===== src/rtl/seq_pkg.sv =====
// rtl/seq_pkg.sv - shared tempo constants and width helpers for the step sequencer
package seq_pkg;

  function automatic int idx_w(input int n);
    return (n > 1) ? $clog2(n) : 1;
  endfunction

  // Accumulator limit: one step per (CLK_HZ*60) units of bpm*steps_per_beat
  function automatic longint bpm_limit(input longint clk_hz);
    return clk_hz * 64'd60;
  endfunction

  function automatic int acc_width(input longint limit, input int inc_w);
    return $clog2(limit + (longint'(1) << inc_w));
  endfunction

endpackage


===== src/rtl/tempo_nco.sv =====
// rtl/tempo_nco.sv - phase-accumulator tempo generator, one-clk tick per step
module tempo_nco
  import seq_pkg::*;
#(
  parameter int     INC_W = 10,
  parameter longint LIMIT = 60000
) (
  input  logic             clk,
  input  logic             reset,
  input  logic             run,
  input  logic [INC_W-1:0] inc,
  output logic             tick
);

  localparam int ACC_W = acc_width(LIMIT, INC_W);

  logic [ACC_W-1:0] r_acc;
  logic [ACC_W-1:0] w_sum;

  assign w_sum = r_acc + ACC_W'(inc);
  assign tick  = run && (w_sum >= ACC_W'(LIMIT));

  // Stopping clears the phase so every run starts from a full step period.
  always_ff @(posedge clk) begin
    if (reset || !run) begin
      r_acc <= '0;
    end else if (tick) begin
      r_acc <= w_sum - ACC_W'(LIMIT);
    end else begin
      r_acc <= w_sum;
    end
  end

endmodule


===== src/rtl/step_sequencer.sv =====
// rtl/step_sequencer.sv - N-track x S-step drum sequencer with tempo NCO
// Optional odd-step swing delay enabled by defining SWING_EN.
module step_sequencer
  import seq_pkg::*;
#(
  parameter int NUM_TRACKS     = 4,
  parameter int NUM_STEPS      = 8,
  parameter int CLK_HZ         = 50000000,
  parameter int BPM_W          = 8,
  parameter int STEPS_PER_BEAT = 2
`ifdef SWING_EN
  , parameter int SWING_SHIFT  = 12
`endif
) (
  input  logic                                 clk,
  input  logic                                 reset,
  input  logic                                 play,
  input  logic                                 bpm_load,
  input  logic [BPM_W-1:0]                     bpm_in,
  input  logic                                 pat_we,
  input  logic [idx_w(NUM_TRACKS)-1:0]         pat_track,
  input  logic [NUM_STEPS-1:0]                 pat_data,
  input  logic [NUM_TRACKS-1:0]                mute,
`ifdef SWING_EN
  input  logic [3:0]                           swing_in,
`endif
  output logic [NUM_TRACKS-1:0]                trig_out,
  output logic [idx_w(NUM_STEPS)-1:0]          step_idx,
  output logic                                 step_tick,
  output logic [NUM_TRACKS*NUM_STEPS-1:0]      pattern_out
);

  localparam int     STEP_W = idx_w(NUM_STEPS);
  localparam int     INC_W  = BPM_W + idx_w(STEPS_PER_BEAT + 1);
  localparam longint LIMIT  = bpm_limit(longint'(CLK_HZ));

  logic [NUM_TRACKS-1:0][NUM_STEPS-1:0] r_pattern;
  logic [BPM_W-1:0]                     r_bpm;
  logic                                 r_play;
  logic [STEP_W-1:0]                    r_step;
  logic [NUM_TRACKS-1:0]                r_trig;
  logic                                 r_step_tick;

  logic                  w_start;
  logic                  w_run;
  logic                  w_tick;
  logic                  w_wr_ok;
  logic [INC_W-1:0]      w_inc;
  logic [STEP_W-1:0]     w_next_step;
  logic [STEP_W-1:0]     w_sel_step;
  logic [NUM_TRACKS-1:0] w_col;

  assign w_start     = play & ~r_play;
  assign w_run       = play & r_play;
  assign w_inc       = INC_W'(r_bpm) * INC_W'(STEPS_PER_BEAT);
  assign w_wr_ok     = pat_we && (32'(pat_track) < 32'(NUM_TRACKS));
  assign w_next_step = (r_step == STEP_W'(NUM_STEPS - 1)) ? '0 : r_step + 1'b1;
  assign w_sel_step  = w_start ? '0 : w_next_step;

  // Column read uses the registered pattern, so a same-cycle write is not seen.
  always_comb begin
    w_col = '0;
    for (int t = 0; t < NUM_TRACKS; t++) begin
      w_col[t] = r_pattern[t][w_sel_step];
    end
  end

  tempo_nco #(
    .INC_W (INC_W),
    .LIMIT (LIMIT)
  ) u_nco (
    .clk   (clk),
    .reset (reset),
    .run   (w_run),
    .inc   (w_inc),
    .tick  (w_tick)
  );

  always_ff @(posedge clk) begin
    if (reset) begin
      r_pattern   <= '0;
      r_bpm       <= '0;
      r_play      <= 1'b0;
      r_step      <= '0;
      r_step_tick <= 1'b0;
    end else begin
      r_play <= play;
      if (bpm_load) r_bpm <= bpm_in;
      if (w_wr_ok) r_pattern[pat_track] <= pat_data;
      if (!play || w_start) begin
        r_step      <= '0;
        r_step_tick <= 1'b0;
      end else if (w_tick) begin
        r_step      <= w_next_step;
        r_step_tick <= 1'b1;
      end else begin
        r_step_tick <= 1'b0;
      end
    end
  end

`ifdef SWING_EN
  localparam int SW_CNT_W = 4 + SWING_SHIFT;

  logic [NUM_TRACKS-1:0] r_sw_pend;
  logic [SW_CNT_W-1:0]   r_sw_cnt;
  logic                  w_defer;

  assign w_defer = w_tick && w_next_step[0] && (swing_in != 4'd0);

  // Deferred odd-step hits count down; a tick flushes anything still pending.
  always_ff @(posedge clk) begin
    if (reset || !play) begin
      r_trig    <= '0;
      r_sw_pend <= '0;
      r_sw_cnt  <= '0;
    end else if (w_start) begin
      r_trig    <= w_col & ~mute;
      r_sw_pend <= '0;
      r_sw_cnt  <= '0;
    end else if (w_tick) begin
      r_trig    <= ((w_defer ? '0 : w_col) | r_sw_pend) & ~mute;
      r_sw_pend <= w_defer ? w_col : '0;
      r_sw_cnt  <= w_defer ? (SW_CNT_W'(swing_in) << SWING_SHIFT) : '0;
    end else if (r_sw_cnt == SW_CNT_W'(1)) begin
      r_trig    <= r_sw_pend & ~mute;
      r_sw_pend <= '0;
      r_sw_cnt  <= '0;
    end else begin
      r_trig <= '0;
      if (r_sw_cnt != '0) r_sw_cnt <= r_sw_cnt - 1'b1;
    end
  end
`else
  always_ff @(posedge clk) begin
    if (reset || !play) begin
      r_trig <= '0;
    end else if (w_start || w_tick) begin
      r_trig <= w_col & ~mute;
    end else begin
      r_trig <= '0;
    end
  end
`endif

  assign trig_out    = r_trig;
  assign step_idx    = r_step;
  assign step_tick   = r_step_tick;
  assign pattern_out = r_pattern;

endmodule

===== config.mk =====
export PLATFORM = sky130hd
export DESIGN_NAME = step_sequencer
export DESIGN_NICKNAME = d
export VERILOG_FILES = /design/src/rtl/seq_pkg.sv /design/src/rtl/tempo_nco.sv /design/src/rtl/step_sequencer.sv
export SDC_FILE = /design/constraint.sdc
export NUM_CORES = 1
export LEC_CHECK = 0
export CAP_MARGIN = 20
export CORE_ASPECT_RATIO = 1.25
export CORE_MARGIN = 10
export CORE_UTILIZATION = 41
export DETAILED_ROUTE_END_ITERATION = 10
export GPL_TIMING_DRIVEN = 1
export SKIP_CTS_REPAIR_TIMING = 1
export SKIP_LAST_GASP = 1
export SLEW_MARGIN = 40
export SYNTH_ARGS = -nofsm -noshare
export SYNTH_HDL_FRONTEND = slang
export SYNTH_SLANG_ARGS = --single-unit

===== constraint.sdc =====
create_clock -name clk -period 4.55 [get_ports clk]
set_input_delay 0.455 -clock clk [delete_from_list [all_inputs] [get_ports clk]]
set_output_delay 0.455 -clock clk [all_outputs]
set_load 0.1 [all_outputs]

==> results.yml, run 1 <==
clock_network:
  numCtsBuffers: 9
  cts.htree.levels: 3
  cts.sinks: 80
  clock_path_buffers: 2
  clkTransAtPathRegs_ns: 0.06
  ctsRootBufferMaster: "clkbuf_16"
  cts_tree: "built"
  clock_latency_ns: 0.34
sta:
  period_needed_ns: 4.34
  worstMarginPinSlew_ns: 0.841
  setup_violations: 0
  min_period_over_period_pct: 95.4
  rsz0062_at_grt: "false"
  hold_viol: 0
  report.final.slew_viol_count: 0
  fmax_mhz: 230
  slew_headroom_pct: 43.8
  setup-tns-final_ns: 0
  clock_skew_ns: 0.00573
route:
  totalWireLength_um: 15000
  ant_nets: 0
  drc_errors: 0
  first_pass_iters: 7
  via_per_inst: 5.92
  first_iter_violations: 415
  vias: 4608
  avgRoutedWirePerCell_um: 19.3
setup_path:
  crit_path_frequent_cell: "buf_4"
  required_ns: 4.83
  max_stage_delay_ns: 0.52
  crit_fanout: 13
  cp-start-kind: "register"
  crit_slowest_cell: "a2111oi_0"
  cp-end-kind: "register"
  arrival_ns: 4.62
  critPathKind: "reg2reg"
  crit_chain: "ha_1 -> a21o_1 -> or2_4 -> o21ai_4 -> buf_4 -> o32ai_2 -> a2111oi_0 -> nand4_1 -> or4_4 -> a31oi_4 -> o21ai_2 -> buf_4 -> or4_1 -> nand2_1"
layout:
  fillers: 1138
  syn2layout_area_growth_pct: 18.8
  multi_input_area_mm2: 0.00308
  diodes: 0
  seq_area_mm2: 0.00160
  num-nets-final: 676
  finalInstanceArea_mm2: 0.00571
  drive_gt1_share_pct: 15.2
placed_design:
  place.gp.congestion: 0.874
  dp_hpwl_um: 11200
  portBuffers: 66
  placed_area_mm2: 0.00538
power_and_ir_drop:
  power_frac_clock_pct: 42.9
  pwr-share-seq_pct: 44.9
  combPwrFrac_pct: 12.2
  p_sw_uw: 432
  swShare_pct: 26.6
  p_per_area_mw_per_mm2: 285
  leakage_uw: 0.00232
  ir_drop_v: 0.000157
  internal_power_uw: 1190
yosys:
  synth_area_mm2: 0.00480
  synthFlopType: "dfxtp_1"
  yosys_warnings: 0
  syn_nets: 615
  synth_edf_count: 0
  yosys.cell_types.count: 77
  synth-seq-area-share_pct: 33.3
  synth-seq-cells: 80
  synthArstFlopShare_pct: 0
  syn_inst: 576
  avgSynthCellArea_um2: 8.34
die:
  design.core.area_mm2: 0.0116
  die_x_um: 117
  start_util_pct: 41.6
  boundaryPins: 67
  dieArea_mm2: 0.0165
  fp-row-count: 44
  dieHeight_um: 141
run_status:
  status: "finished clean"
grt:
  track_usage_pct: 18.5
  overflow: 0
  met3_usage_pct: 4.37
  grt_max_degree: 43
  grt-busiest-layer: "met2"
  grt_use_met1_pct: 21.8
  grt_pass1_vias: 4692
  grt.met2_usage_pct: 31.1
  grt_pass1_wl_um: 24400
  antenna_found_initial: 0
worst_hold_path:
  hold_class: "reg2reg"
run:
  cap_violations: 0
==> cells by family after synthesis <==
family                     share of synthesized area (%)
adders and majority gates                           3.28
and+or+nand+nor                                     26.5
xor gates and xnor gates                            4.37
muxes                                               9.22
buffers and inverters                               3.49
AOI/OAI and AO/OA                                   19.8
DFF                                                 33.3
==> per-layer routing <==
layer | wire length [µm] | up-vias
met5 | 0 | -
met3 | 846 | 28
li1 | - | 2229
met2 | 7640 | 136
met4 | 361 | 0
met1 | 6180 | 2215
==> synth_stat cells (all sizes together), types with 3 or more instances <==
cell	number	area (µm²)
nor2	79	299
a21boi	5	41.3
o211ai	8	65.1
and2	5	31.3
nand3	20	113
and3	11	68.8
mux2i	42	420
nand4	9	56.3
clkbuf	13	48.8
and4	4	37.5
o21a	11	83.8
xor2	10	87.6
inv	8	30.0
a21oi	28	159
or2	4	27.5
and4b	3	33.8
nand2b	4	25.0
nor3	32	165
a2111oi	6	63.8
nand2	52	198
buf	15	88.8
nor3b	5	37.5
or3	9	56.3
dfxtp	80	1600
o21ai	24	146
a211oi	5	42.5
xnor2	14	123
a221oi	8	70.1
o31ai	3	22.5
nor2b	4	25.0
ha	11	138
a21o	5	37.5
o2111ai	3	32.5
a31oi	7	50.1
or4	6	48.8
==> stage by stage <==
stage          hold slack [ns]  total power, µW  instances  util [%]  setup slack [ns]
6_report                 0.503             1620        778      49.4             0.210
3_3_place_gp             0.486              951        763      48.3             0.253
3_5_place_dp             0.496              942        763      46.6            0.0673
4_1_cts                  0.509             1640        777      49.0           0.00865
5_1_grt                  0.544             1690        778      49.4           0.00773
2_1_floorplan            0.467              884        576         -             0.473
==> worst paths after layout <==
kind,from,to,slack (ns),depth (start not counted)
max,r_bpm[7],u_nco.r_acc[17],0.21,14
min,r_bpm[5],r_bpm[5],0.50,2
max reg2reg,r_bpm[7],u_nco.r_acc[17],0.21,14
min reg2reg,r_bpm[5],r_bpm[5],0.50,2
==> registers in the layout, indices dropped and copies added, names as in the netlist <==
register,count
step_idx,3
pattern_out,32
r_bpm,8
step_tick,1
trig_out,4
u_nco.r_acc,31
r_play,1
==> worst max-delay path, delay by kind of cell (launching register included) <==
kind	cells	cell delay, ns
buffers and inverters	2	0.50
AND/OR/NAND/NOR	5	1.51
flip-flops	1	0.32
AO/OA/AOI/OAI	6	1.53
adder cells (fa/ha/maj)	1	0.42
==> layout make-up <==
| type | count | area share (%) |
|---|---|---|
| flip-flops and latches | 80 | 28.1 |
| clock inverters | 4 | 0.833 |
| repair buffers | 78 | 9.65 |
| well taps | 138 | 3.03 |
| clock buffers | 10 | 4.01 |
| multi-input cells | 460 | 53.9 |
| inverters | 8 | 0.526 |
==> layout by cell type, fill, tap and decap left out, drive strengths merged, types with 6 or more instances in the layout <==
cell type	Yosys	routed
or3	9	9
a2111oi	6	6
o21a	11	11
clkdlybuf4s50	0	26
mux2i	42	42
a221oi	8	8
nand3	20	20
inv	8	8
xor2	10	10
buf	15	52
o211ai	8	8
a31oi	7	7
nand4	9	9
nand2	52	52
nor3	32	32
or4	6	6
o21ai	24	24
and3	11	11
ha	11	11
clkbuf	13	10
xnor2	14	14
a21oi	28	28
nor2	79	79
dfxtp	80	80
==> power groups by stage <==
stage	Combinational, µW	Sequential [µW]	Clock [µW]
2_1_floorplan	70.1	814	0
3_3_place_gp	206	745	0
3_5_place_dp	197	745	0
4_1_cts	198	729	715
5_1_grt	211	731	747
6_report	198	730	698
No activity file was read; power rests on OpenSTA's default activity.
==> run 2, diff against run 1 <==
--- a/config.mk
+++ b/config.mk
@@ -6,7 +6,7 @@
 export NUM_CORES = 1
 export LEC_CHECK = 0
 export CAP_MARGIN = 20
-export CORE_ASPECT_RATIO = 1.25
+export CORE_ASPECT_RATIO = 0.7
 export CORE_MARGIN = 10
 export CORE_UTILIZATION = 41
 export DETAILED_ROUTE_END_ITERATION = 10
==> run 2 against run 1 <==
Compared with the run above: largest cell class unchanged; total power up 5.5%; sequential power about the same; final area up 1.0%; maximum frequency up 0.14%; cell count up 2.1%; hold slack better by 0.00077 ns; first-iteration DRC count up 22%.
==> results.yml, run 2 (same netlist as run 1, synthesis figures left out) <==
power_and_ir_drop:
  ir_drop_v: 0.000225
  leakage_uw: 0.00232
  p_per_area_mw_per_mm2: 297
sta:
  fmax_mhz: 231
  period_needed_ns: 4.33
  setup-tns-final_ns: 0
  clock_skew_ns: 0.00561
  hold_slack_ns: 0.504
  setup_violations: 0
  rsz0062_at_grt: "false"
  hold_viol: 0
  report.final.slew_viol_count: 0
  min_period_over_period_pct: 95.3
  slew_headroom_pct: 46.3
  worstMarginPinSlew_ns: 0.803
  finalWorstSetupSlack_ns: 0.216
die:
  fp-row-count: 32
  start_util_pct: 42.7
  design.core.area_mm2: 0.0113
  die_x_um: 149
  dieHeight_um: 111
  boundaryPins: 67
  dieArea_mm2: 0.0165
setup_path:
  cp-start-kind: "register"
  required_ns: 4.82
  critPathKind: "reg2reg"
  arrival_ns: 4.60
  cp-end-kind: "register"
  crit_fanout: 14
  ff2ff_path_depth: 17
layout:
  instances_no_fill: 794
  diodes: 0
  utilization_pct: 51.2
  largest_reg_flops: 32
  seq_area_mm2: 0.00160
  final_common_cell: "dfxtp_1"
  drive_gt1_share_pct: 15.1
  fillers: 1099
  syn2layout_area_growth_pct: 20.0
  final_cell_mix: "dfxtp_1, nor2_1, nand2_1"
  num-nets-final: 675
  multi_input_area_mm2: 0.00306
placed_design:
  pre_cts_slack_ns: 0.263
  portBuffers: 66
  place.gp.congestion: 0.997
  dp_hpwl_um: 11400
  placed_cells: 778
route:
  highest_layer: "met4"
  drc_errors: 0
  first_pass_iters: 5
  via_per_inst: 5.87
  avgRoutedWirePerCell_um: 19.0
  vias: 4658
  first_iter_violations: 507
  totalWireLength_um: 15100
  wl_met1_um: 7300
  wl_met2_um: 5980
  ant_nets: 0
  wl_met3_um: 1600
clock_network:
  clock_path_buffers: 2
  cts.sinks: 80
  numCtsBuffers: 9
  clkTransAtPathRegs_ns: 0.06
  cts.htree.levels: 3
  clock_latency_ns: 0.34
  cts_tree: "built"
  ctsRootBufferMaster: "clkbuf_16"
grt:
  grt_pass1_vias: 4448
  grt_max_degree: 43
  overflow: 0
  antenna_found_initial: 0
  track_usage_pct: 18.0
  grt_pass1_wl_um: 24100
worst_hold_path:
  hold_class: "reg2reg"
  worstHoldPathCells: 2
run:
  cap_violations: 0
run_status:
  status: "finished clean"
-- run 2: critical path, cell delays in order, from the launching register on --
cell,delay (ns)
dfxtp_1,0.34
ha_1,0.18
inv_1,0.05
fa_1,0.38
nand2b_1,0.21
a21oi_4,0.28
o21ai_4,0.10
xnor2_1,0.24
ha_1,0.20
inv_1,0.09
nor4_4,0.37
nand4_1,0.14
or4_4,0.47
a31oi_4,0.28
o2111ai_2,0.20
buf_12,0.22
or3_1,0.36
a21oi_1,0.14
-- run 2: power by group --
group	internal (µW)	switching [µW]	leakage [µW]
logic	60.0	137	0.00153
clock network	484	303	0.000149
registers	716	14.2	0.000649
total	1260	454	0.00232
-- run 2: final cells by class --
cell class | count | area share [%]
Sequential cell | 80 | 27.8
Tap cell | 153 | 3.32
Multi-Input combinational cell | 460 | 53.2
Inverter | 8 | 0.521
Timing Repair Buffer | 77 | 9.64
Clock inverter | 6 | 1.61
Clock buffer | 10 | 3.97
-- run 2: final timing paths --
check | from | endpoint | slack (ns)
worst min-delay path | r_bpm[4] | r_bpm[4] | 0.50
worst max register to register | r_bpm[0] | u_nco.r_acc[25] | 0.22
worst max-delay path | r_bpm[0] | u_nco.r_acc[25] | 0.22
worst min register to register | r_bpm[4] | r_bpm[4] | 0.50
-- run 2: through the flow --
step,area (µm²),total power [µW]
3_5_place_dp,5410,942
4_1_cts,5740,1730
5_1_grt,5760,1780
3_3_place_gp,5610,950
6_report,5760,1710
2_1_floorplan,4800,884
-- run 2: per-layer routing --
metal	up-vias	GRT usage [%]
met5	-	0
li1	2229	-
met3	16	7.04
met2	211	23.5
met4	0	4.61
met1	2202	26.3
